File: src/rtl/hdd_sd_sequencer.sv
// hdd_sd_sequencer: bridges the ProDOS HDD card's single-cycle block strobes
// onto the MiSTer SD block-device request/acknowledge channel, steering the
// host's sd_buff byte traffic into the card's 512-byte sector buffer and
// holding the 6502 until each transfer completes or is abandoned.
//
// SD channel handshake: a request (sd_rd or sd_wr) is raised together with a
// stable sd_lba and held until the host answers with sd_ack=1; the request is
// dropped on that same edge. sd_ack then stays high for the entire data phase
// and its fall marks the end of the block. A request that is not answered,
// or a data phase that never ends, is abandoned after TIMEOUT cycles and the
// sticky error flag is raised.
module hdd_sd_sequencer #(
    parameter logic [31:0] LBA_BASE = 32'd0,
    parameter logic [23:0] TIMEOUT  = 24'd14000000
) (
    input  logic        CLK_14M,
    input  logic        RESET_N,
    input  logic        hdd_read,
    input  logic        hdd_write,
    input  logic [15:0] sector,
    input  logic        hdd_mounted,
    output logic [31:0] sd_lba,
    output logic        sd_rd,
    output logic        sd_wr,
    input  logic        sd_ack,
    input  logic [8:0]  sd_buff_addr,
    input  logic [7:0]  sd_buff_dout,
    input  logic        sd_buff_wr,
    output logic [7:0]  sd_buff_din,
    output logic [8:0]  ram_addr,
    output logic [7:0]  ram_di,
    output logic        ram_we,
    input  logic [7:0]  ram_do,
    output logic        cpu_halt,
    output logic        busy,
    output logic        error
);

    typedef enum logic [1:0] {
        IDLE = 2'd0,
        REQ  = 2'd1,
        XFER = 2'd2,
        DONE = 2'd3
    } state_t;

    // Operation encoding: 0 = read (SD -> sector buffer), 1 = write.
    localparam logic OP_READ  = 1'b0;
    localparam logic OP_WRITE = 1'b1;

    state_t      state;
    logic        op;
    logic [23:0] count;
    logic        aborted;

    // Single-entry pending slot for strobes that arrive while busy.
    logic        pend_valid;
    logic        pend_op;
    logic [15:0] pend_sector;

    // Launch / store decisions shared by the FSM and the pending slot.
    logic        strobe;
    logic        timeout_hit;
    logic        launch;
    logic        launch_from_pend;
    logic        launch_op;
    logic [15:0] launch_sector;
    logic        store;
    logic        store_op;

    assign strobe      = hdd_mounted & (hdd_read | hdd_write);
    assign timeout_hit = (count == (TIMEOUT - 24'd1));

    // Decide whether this edge starts a transfer and whether a strobe must be parked.
    always_comb begin
        launch           = 1'b0;
        launch_from_pend = 1'b0;
        launch_op        = hdd_read ? OP_READ : OP_WRITE;
        launch_sector    = sector;
        store            = 1'b0;
        // When parking, a write wins over a read arriving in the same cycle
        // since the read is the one serviced directly when idle.
        store_op         = hdd_write ? OP_WRITE : OP_READ;
        case (state)
            IDLE: begin
                if (strobe) begin
                    launch   = 1'b1;
                    store    = hdd_read & hdd_write;
                    store_op = OP_WRITE;
                end
            end
            REQ, XFER: begin
                store = strobe;
            end
            DONE: begin
                if (pend_valid) begin
                    launch           = 1'b1;
                    launch_from_pend = 1'b1;
                    launch_op        = pend_op;
                    launch_sector    = pend_sector;
                    store            = strobe;
                end else if (strobe) begin
                    launch   = 1'b1;
                    store    = hdd_read & hdd_write;
                    store_op = OP_WRITE;
                end
            end
            default: begin
                launch = 1'b0;
            end
        endcase
    end

    // Pending slot: latest strobe wins; emptied when its transfer is launched.
    always_ff @(posedge CLK_14M or negedge RESET_N) begin
        if (!RESET_N) begin
            pend_valid  <= 1'b0;
            pend_op     <= OP_READ;
            pend_sector <= 16'h0000;
        end else if (store) begin
            pend_valid  <= 1'b1;
            pend_op     <= store_op;
            pend_sector <= sector;
        end else if (launch_from_pend) begin
            pend_valid  <= 1'b0;
        end
    end

    // Transfer sequencer: request, data phase, completion, with timeout abort.
    always_ff @(posedge CLK_14M or negedge RESET_N) begin
        if (!RESET_N) begin
            state    <= IDLE;
            op       <= OP_READ;
            sd_lba   <= 32'h0000_0000;
            sd_rd    <= 1'b0;
            sd_wr    <= 1'b0;
            cpu_halt <= 1'b0;
            error    <= 1'b0;
            count    <= 24'd0;
            aborted  <= 1'b0;
        end else begin
            case (state)
                IDLE: begin
                    state <= IDLE;
                end
                REQ: begin
                    if (timeout_hit) begin
                        sd_rd   <= 1'b0;
                        sd_wr   <= 1'b0;
                        error   <= 1'b1;
                        aborted <= 1'b1;
                        state   <= DONE;
                    end else begin
                        count <= count + 24'd1;
                        if (sd_ack) begin
                            sd_rd <= 1'b0;
                            sd_wr <= 1'b0;
                            state <= XFER;
                        end
                    end
                end
                XFER: begin
                    if (timeout_hit) begin
                        error   <= 1'b1;
                        aborted <= 1'b1;
                        state   <= DONE;
                    end else begin
                        count <= count + 24'd1;
                        if (!sd_ack) begin
                            state <= DONE;
                        end
                    end
                end
                DONE: begin
                    if (!aborted) begin
                        error <= 1'b0;
                    end
                    cpu_halt <= 1'b0;
                    state    <= IDLE;
                end
                default: begin
                    state <= IDLE;
                end
            endcase

            // A launch overrides the idle/return path above; cpu_halt stays
            // high straight through a back-to-back DONE -> REQ hand-off.
            if (launch) begin
                op       <= launch_op;
                sd_lba   <= LBA_BASE + {16'h0000, launch_sector};
                sd_rd    <= (launch_op == OP_READ);
                sd_wr    <= (launch_op == OP_WRITE);
                cpu_halt <= 1'b1;
                count    <= 24'd0;
                aborted  <= 1'b0;
                state    <= REQ;
            end
        end
    end

    // Byte path between host buffer port and sector buffer; only host writes
    // belonging to a read operation may land in the sector buffer.
    always_comb begin
        ram_addr    = sd_buff_addr;
        ram_di      = sd_buff_dout;
        sd_buff_din = ram_do;
        ram_we      = (state == XFER) & sd_buff_wr & sd_ack & (op == OP_READ);
    end

    assign busy = (state != IDLE);

endmodule

File: config.mk
export PLATFORM = sky130hd
export DESIGN_NAME = hdd_sd_sequencer
export DESIGN_NICKNAME = d
export VERILOG_FILES = /design/src/rtl/hdd_sd_sequencer.sv
export SDC_FILE = /design/constraint.sdc
export NUM_CORES = 1
export LEC_CHECK = 0
export ABC_CLOCK_PERIOD_IN_PS = 5800
export BUFFER_PORTS_ARGS = -buffer_cell sky130_fd_sc_hd__buf_2
export CAP_MARGIN = 10
export CORE_MARGIN = 1.5
export CORE_UTILIZATION = 40
export DETAILED_ROUTE_END_ITERATION = 12
export GPL_ROUTABILITY_DRIVEN = 0
export PLACE_DENSITY = 0.69
export SLEW_MARGIN = 20
export SYNTH_ARGS = -nofsm -noshare
export SYNTH_HDL_FRONTEND = slang
export SYNTH_SLANG_ARGS = --single-unit
File: constraint.sdc
create_clock -name CLK_14M -period 5.8 [get_ports CLK_14M]
set_clock_uncertainty 0.15 [all_clocks]
set_input_delay 0.58 -clock CLK_14M [delete_from_list [all_inputs] [get_ports CLK_14M]]
set_output_delay 0.58 -clock CLK_14M [all_outputs]
set_load 0.005 [all_outputs]
==> flow_metrics.env, run 1 <==
export IMPL_syn_avg_cell_area_um2=10.3
export IMPL_syn_inst=337
export IMPL_r2r_start="state[0]$_DFFE_PN0P_"
export IMPL_clk_latency_ns=0.34
export IMPL_cts_resized=0
export IMPL_coreArea_um2=8300
export IMPL_port_buffers=44
export IMPL_grt_use_total_pct=15.1
export IMPL_vias=2390
export IMPL_synth_async_reset_ratio_pct=100
export IMPL_die_w_um=96.1
export IMPL_antenna_found_initial=0
export IMPL_diodes=0
export IMPL_crit_path_start_kind="flip-flop"
export IMPL_status="complete, no violations"
export IMPL_synth_ff_type="dfrtp_1"
export IMPL_crit_required_ns=5.88
export IMPL_crit_type="reg2reg"
export IMPL_die_area_um2=9230
export IMPL_layout_common_cells="dfrtp_1 (66), buf_2 (44), nand2_1 (39)"
export IMPL_critPathMaxFanout=10
export IMPL_fin_crit_ns=2.55
export IMPL_ir_worst_vdd_mv=0.284
export IMPL_setup_viol=0
export IMPL_wl_per_cell_um=13.5
export IMPL_final_common_cell="dfrtp_1"
export IMPL_maxSlewHeadroom_pct=35.0
export IMPL_p_leak_nw=1.81
export IMPL_cts_buffers_inserted=9
export IMPL_fmax_ghz=0.392
export IMPL_htreeDepth=3
export IMPL_path_clk_slew_ns=0.07
export IMPL_synth_seq_cells=66
export IMPL_syn_cell_area_um2=3470
export IMPL_final_cells=468
export IMPL_ys_seq_area_share_pct=47.7
export IMPL_cts_setup_buffers=0
export IMPL_period_share_pct=44.0
export IMPL_die_h_um=96.1
export IMPL_powerDensity_nw_per_um2=468
export IMPL_cts_tree="yes"
export IMPL_drt_iter0_markers=115
export IMPL_wirelength_um=6320
export IMPL_synth_edf_count=0
export IMPL_rsz0062_at_grt="no"
export IMPL_worstMarginPinSlew_ns=0.972
export IMPL_rr_worst_depth=7
export IMPL_hold_viol_final=0
export IMPL_cts_sinks=66
export IMPL_maxCapViolations=0
export IMPL_nNetsFinal=412
export IMPL_end_kind="flip-flop"
export IMPL_reg2reg_slack_ns=3.25
export IMPL_grt_overflow=0
export IMPL_grt_max_degree=67
export IMPL_pin_count=111
export IMPL_ys_types=44
export IMPL_drc=0
export IMPL_synth_warnings=0
export IMPL_worstHoldPathType="in2async"
export IMPL_clockBufferDepth=2
export IMPL_route_antenna_remaining_nets=0
export IMPL_cts_root_buf="clkbuf_8"
export IMPL_grt_pass1_vias=2284
export IMPL_fin_setup_tns_ns=0
export IMPL_drive_gt1_share_pct=25.6
export IMPL_dr_pass1_iters=4
export IMPL_dp_cells=452
export IMPL_grt_pass1_wl_um=10500
export IMPL_area_growth_pct=8.16
export IMPL_start_util_pct=41.8
export IMPL_slew_violations=0
export IMPL_num_rows=33
export IMPL_timing_critical_path_arrival_ns=2.63
export IMPL_vias_per_cell=5.11
export IMPL_cts_hold_fix_buffers=0
export IMPL_hpwlAfterDp_um=4280
export IMPL_r2r_end="count[23]$_DFFE_PN0P_"
power by group:
part,internal (W),switching (W)
sequential,0.000622,0.0000975
combinational,0.000271,0.000335
clock,0.000244,0.000183
cell type report:
type / count / area, um2
clock inverters: 6 / 90.1
well taps: 105 / 131
inverters: 8 / 30.0
fillers: 796 / 4550
flip-flops and latches: 66 / 1650
repair buffers: 47 / 243
clock buffers: 10 / 128
multi-input cells: 226 / 1480
cells in the mapped netlist, types with 3 or more instances:
| master | instances | area share [%] |
|---|---|---|
| xor2_1 | 10 | 2.5 |
| a21oi_1 | 5 | 0.72 |
| clkbuf_1 | 9 | 0.97 |
| o21a_1 | 3 | 0.65 |
| nor2_1 | 20 | 2.2 |
| nand3_1 | 13 | 1.9 |
| nand4_1 | 8 | 1.4 |
| buf_4 | 41 | 8.9 |
| nor3_1 | 5 | 0.72 |
| mux2_2 | 16 | 5.2 |
| o21ai_0 | 25 | 3.6 |
| o31ai_1 | 4 | 0.87 |
| or4_2 | 3 | 0.76 |
| inv_1 | 8 | 0.87 |
| ha_1 | 6 | 2.2 |
| nand2_1 | 39 | 4.2 |
| mux2i_1 | 17 | 4.9 |
| dfrtp_1 | 66 | 48 |
| xnor2_1 | 4 | 1.0 |
| o211ai_1 | 4 | 0.87 |
cells by family after synthesis:
kind of cell               share of synthesized area (%)
buffers and inverters                               11.4
and+or+nand+nor                                     14.8
xor gates and xnor gates                            3.54
adders and majority gates                           2.17
AOI/OAI and AO/OA                                   9.78
muxes                                               10.5
DFF                                                 47.7
other                                              0.108
layer usage:
layer  share of wire [%]  global-route usage (%)  wire length [um]
met1                  47                    18.9              2960
met2                  46                    23.7              2890
met3                 6.0                    5.53               378
met4                 1.4                    6.13                87
met5                   0                       0                 0
worst max path at each step:
stage	endpoint	from	slack (ns)	cells past startpoint
global placement	count[4]$_DFFE_PN0P_	hdd_write	3.14	6
CTS	count[4]$_DFFE_PN0P_	state[0]$_DFFE_PN0P_	3.14	5
detailed placement	count[6]$_DFFE_PN0P_	hdd_write	3.03	6
floorplan	pend_sector[0]$_DFFE_PN0P_	state[0]$_DFFE_PN0P_	3.33	6
finish	count[23]$_DFFE_PN0P_	state[0]$_DFFE_PN0P_	3.25	7
global route	count[23]$_DFFE_PN0P_	state[0]$_DFFE_PN0P_	3.12	7
worst max-delay path, cell delays in order, from the launching register on:
cell	delay, ns
dfrtp_1	0.41
inv_1	0.10
ha_1	0.52
nand4_1	0.12
nor3_1	0.67
nand4_1	0.22
xor2_1	0.19
nor2_1	0.05
sequential cells by signal (all words and copies together) (netlist names):
name,cells
sd_lba,16
aborted,1
error,1
pend_valid,1
sd_wr,1
op,1
count,24
state,2
pend_op,1
pend_sector,16
sd_rd,1
cpu_halt,1
per-stage QoR:
| stage | setup slack [ns] | util, % | instance area (um2) | power (W) | hold WS (ns) |
|---|---|---|---|---|---|
| after floorplan | 3.33 | - | 3520 | 0.00119 | 0.134 |
| after global placement | 3.14 | 42.5 | 3530 | 0.00131 | 0.314 |
| after detailed placement | 3.03 | 42.5 | 3530 | 0.00134 | 0.319 |
| after CTS | 3.14 | 45.2 | 3750 | 0.00177 | 0.305 |
| after global routing | 3.12 | 45.2 | 3750 | 0.00188 | 0.311 |
| final | 3.25 | 45.2 | 3750 | 0.00175 | 0.265 |
Power figures use the tool's default switching activity.
==> run 2, diff against run 1 <==
--- a/config.mk
+++ b/config.mk
@@ -5,14 +5,14 @@
 export SDC_FILE = /design/constraint.sdc
 export NUM_CORES = 1
 export LEC_CHECK = 0
-export ABC_CLOCK_PERIOD_IN_PS = 5800
+export ABC_CLOCK_PERIOD_IN_PS = 2200
 export BUFFER_PORTS_ARGS = -buffer_cell sky130_fd_sc_hd__buf_2
 export CAP_MARGIN = 10
 export CORE_MARGIN = 1.5
 export CORE_UTILIZATION = 40
 export DETAILED_ROUTE_END_ITERATION = 12
 export GPL_ROUTABILITY_DRIVEN = 0
-export PLACE_DENSITY = 0.69
+export PLACE_DENSITY = 0.72
 export SLEW_MARGIN = 20
 export SYNTH_ARGS = -nofsm -noshare
 export SYNTH_HDL_FRONTEND = slang
==> constraint.sdc (replaced) <==
create_clock -name CLK_14M -period 2.2 [get_ports CLK_14M]
set_clock_uncertainty 0.15 [all_clocks]
set_input_delay 0.22 -clock CLK_14M [delete_from_list [all_inputs] [get_ports CLK_14M]]
set_output_delay 0.22 -clock CLK_14M [all_outputs]
set_load 0.005 [all_outputs]
==> run 2 against run 1 <==
Net effect:
- hold slack worse by 0.21 ns
- register-to-register slack worse by 3.2 ns
- critical path depth down 1
- highest routed layer unchanged
==> flow_metrics.env, run 2 (synthesis results as in run 1) <==
export IMPL_wirelength_um=7310
export IMPL_layout_common_cells="dfrtp_1 (66), buf_2 (44), nand2_1 (39)"
export IMPL_period_share_pct=99.9
export IMPL_timing_critical_path_arrival_ns=2.28
export IMPL_hpwlAfterDp_um=4790
export IMPL_post_route_util_pct=50.7
export IMPL_drt_iter0_markers=103
export IMPL_top_regs="count (24), pend_sector (16), sd_lba (16)"
export IMPL_cts_root_buf="clkbuf_8"
export IMPL_wl_per_cell_um=14.4
export IMPL_fin_setup_tns_ns=0
export IMPL_die_w_um=96.1
export IMPL_clockBufferDepth=2
export IMPL_hold_ws_ns=0.0533
export IMPL_port_buffers=44
export IMPL_vias=2588
export IMPL_start_util_pct=41.8
export IMPL_cts_tree="yes"
export IMPL_p_leak_nw=2.06
export IMPL_vias_per_cell=5.08
export IMPL_largest_reg_flops=24
export IMPL_final_common_cell="dfrtp_1"
export IMPL_final_cells=509
export IMPL_nNetsFinal=453
export IMPL_end_kind="flip-flop"
export IMPL_drive_gt1_share_pct=30.7
export IMPL_status="complete, no violations"
export IMPL_worst_slack_ns=0.00289
export IMPL_pin_count=111
export IMPL_path_clk_slew_ns=0.08
export IMPL_diodes=0
export IMPL_slew_violations=0
export IMPL_num_rows=33
export IMPL_rsz0062_at_grt="yes"
export IMPL_area_growth_pct=21.5
export IMPL_die_h_um=96.1
export IMPL_grt_use_total_pct=17.8
export IMPL_clk_latency_ns=0.34
export IMPL_crit_required_ns=2.28
export IMPL_antenna_found_initial=0
export IMPL_grt_pass1_vias=2675
export IMPL_cts_buffers_inserted=9
export IMPL_crit_type="reg2reg"
export IMPL_fmax_ghz=0.455
export IMPL_dp_cells=472
export IMPL_critPathMaxFanout=8
export IMPL_dr_pass1_iters=4
export IMPL_cts_sinks=66
export IMPL_ir_worst_vdd_mv=0.649
export IMPL_maxCapViolations=0
export IMPL_coreArea_um2=8300
export IMPL_hold_viol_final=0
export IMPL_grt_max_degree=67
export IMPL_grt_pass1_wl_um=12400
export IMPL_dp_slack_ns=-0.00610
export IMPL_fin_crit_ns=2.20
export IMPL_drc=0
export IMPL_powerDensity_nw_per_um2=1190
export IMPL_htreeDepth=3
export IMPL_die_area_um2=9230
export IMPL_route_antenna_remaining_nets=0
export IMPL_setup_viol=0
export IMPL_regMostFlops="count"
export IMPL_worstHoldPathType="in2reg"
export IMPL_crit_path_start_kind="flip-flop"
export IMPL_grt_overflow=0
run 2: changes by cell type in the layout (fill, tap and decap cells not counted), sizes merged:
cell	change
clkbuf	+1
bufinv	-1
dlygate4sd3	+17
clkinv	+1
buf	+23
run 2: layout make-up:
| class | instances | area (um2) |
|---|---|---|
| clock buffers | 10 | 138 |
| clock inverters | 6 | 65.1 |
| fillers | 751 | 4090 |
| repair buffers | 88 | 648 |
| multi-input cells | 226 | 1550 |
| inverters | 8 | 30.0 |
| well taps | 105 | 131 |
| flip-flops and latches | 66 | 1650 |
run 2: timing repair:
item,in CTS,in global routing
cloned,0,1
pin swaps,0,6
hold endpoints to repair,82,0
hold buffers,17,0
setup endpoints to repair,1,7
setup buffers,0,3
gates resized for setup,0,8
run 2: metrics by stage:
step,power [W],area (um2)
2_1_floorplan,0.00324,3570
3_3_place_gp,0.00377,3760
3_5_place_dp,0.00386,3760
4_1_cts,0.00495,4130
5_1_grt,0.00539,4210
6_report,0.00502,4210
run 2: worst max-delay path, stage by stage (launching register included):
cell and delay, ns:
dfrtp_1 0.38, or4b_1 0.51, or4_4 0.47, o21ai_4 0.22, buf_12 0.16, nand2_2 0.04, a22o_1 0.17
run 2: final timing paths:
| check | from | endpoint | slack (ns) | cells past startpoint |
|---|---|---|---|---|
| setup / recovery | count[7]$_DFFE_PN0P_ | error$_DFFE_PN0P_ | 0.003 | 6 |
| hold / removal | hdd_write | pend_op$_DFFE_PN0P_ | 0.05 | 3 |
| setup reg to reg | count[7]$_DFFE_PN0P_ | error$_DFFE_PN0P_ | 0.003 | 6 |
| hold reg to reg | sd_lba[13]$_DFFE_PN0P_ | sd_lba[13]$_DFFE_PN0P_ | 0.33 | 2 |
| max in group asynchronous | RESET_N | count[15]$_DFFE_PN0P_ | 1.35 | 3 |
| min in group asynchronous | RESET_N | sd_lba[15]$_DFFE_PN0P_ | 0.26 | 3 |
run 2: power breakdown:
group	leakage (nW)	internal [W]	switching (W)
sequential	0.840	0.00164	0.000255
clock	0.103	0.000556	0.000487
combinational	1.12	0.00104	0.00104
run 2: layer usage:
layer	wire [um]	share of wire, %	GRT usage (%)	up-vias
met1	3110	43	20.8	1263
met2	3610	49	29.0	66
li1	-	-	-	1244
met5	0	0	0	-
met4	163	2.2	9.56	0
met3	422	5.8	5.69	15
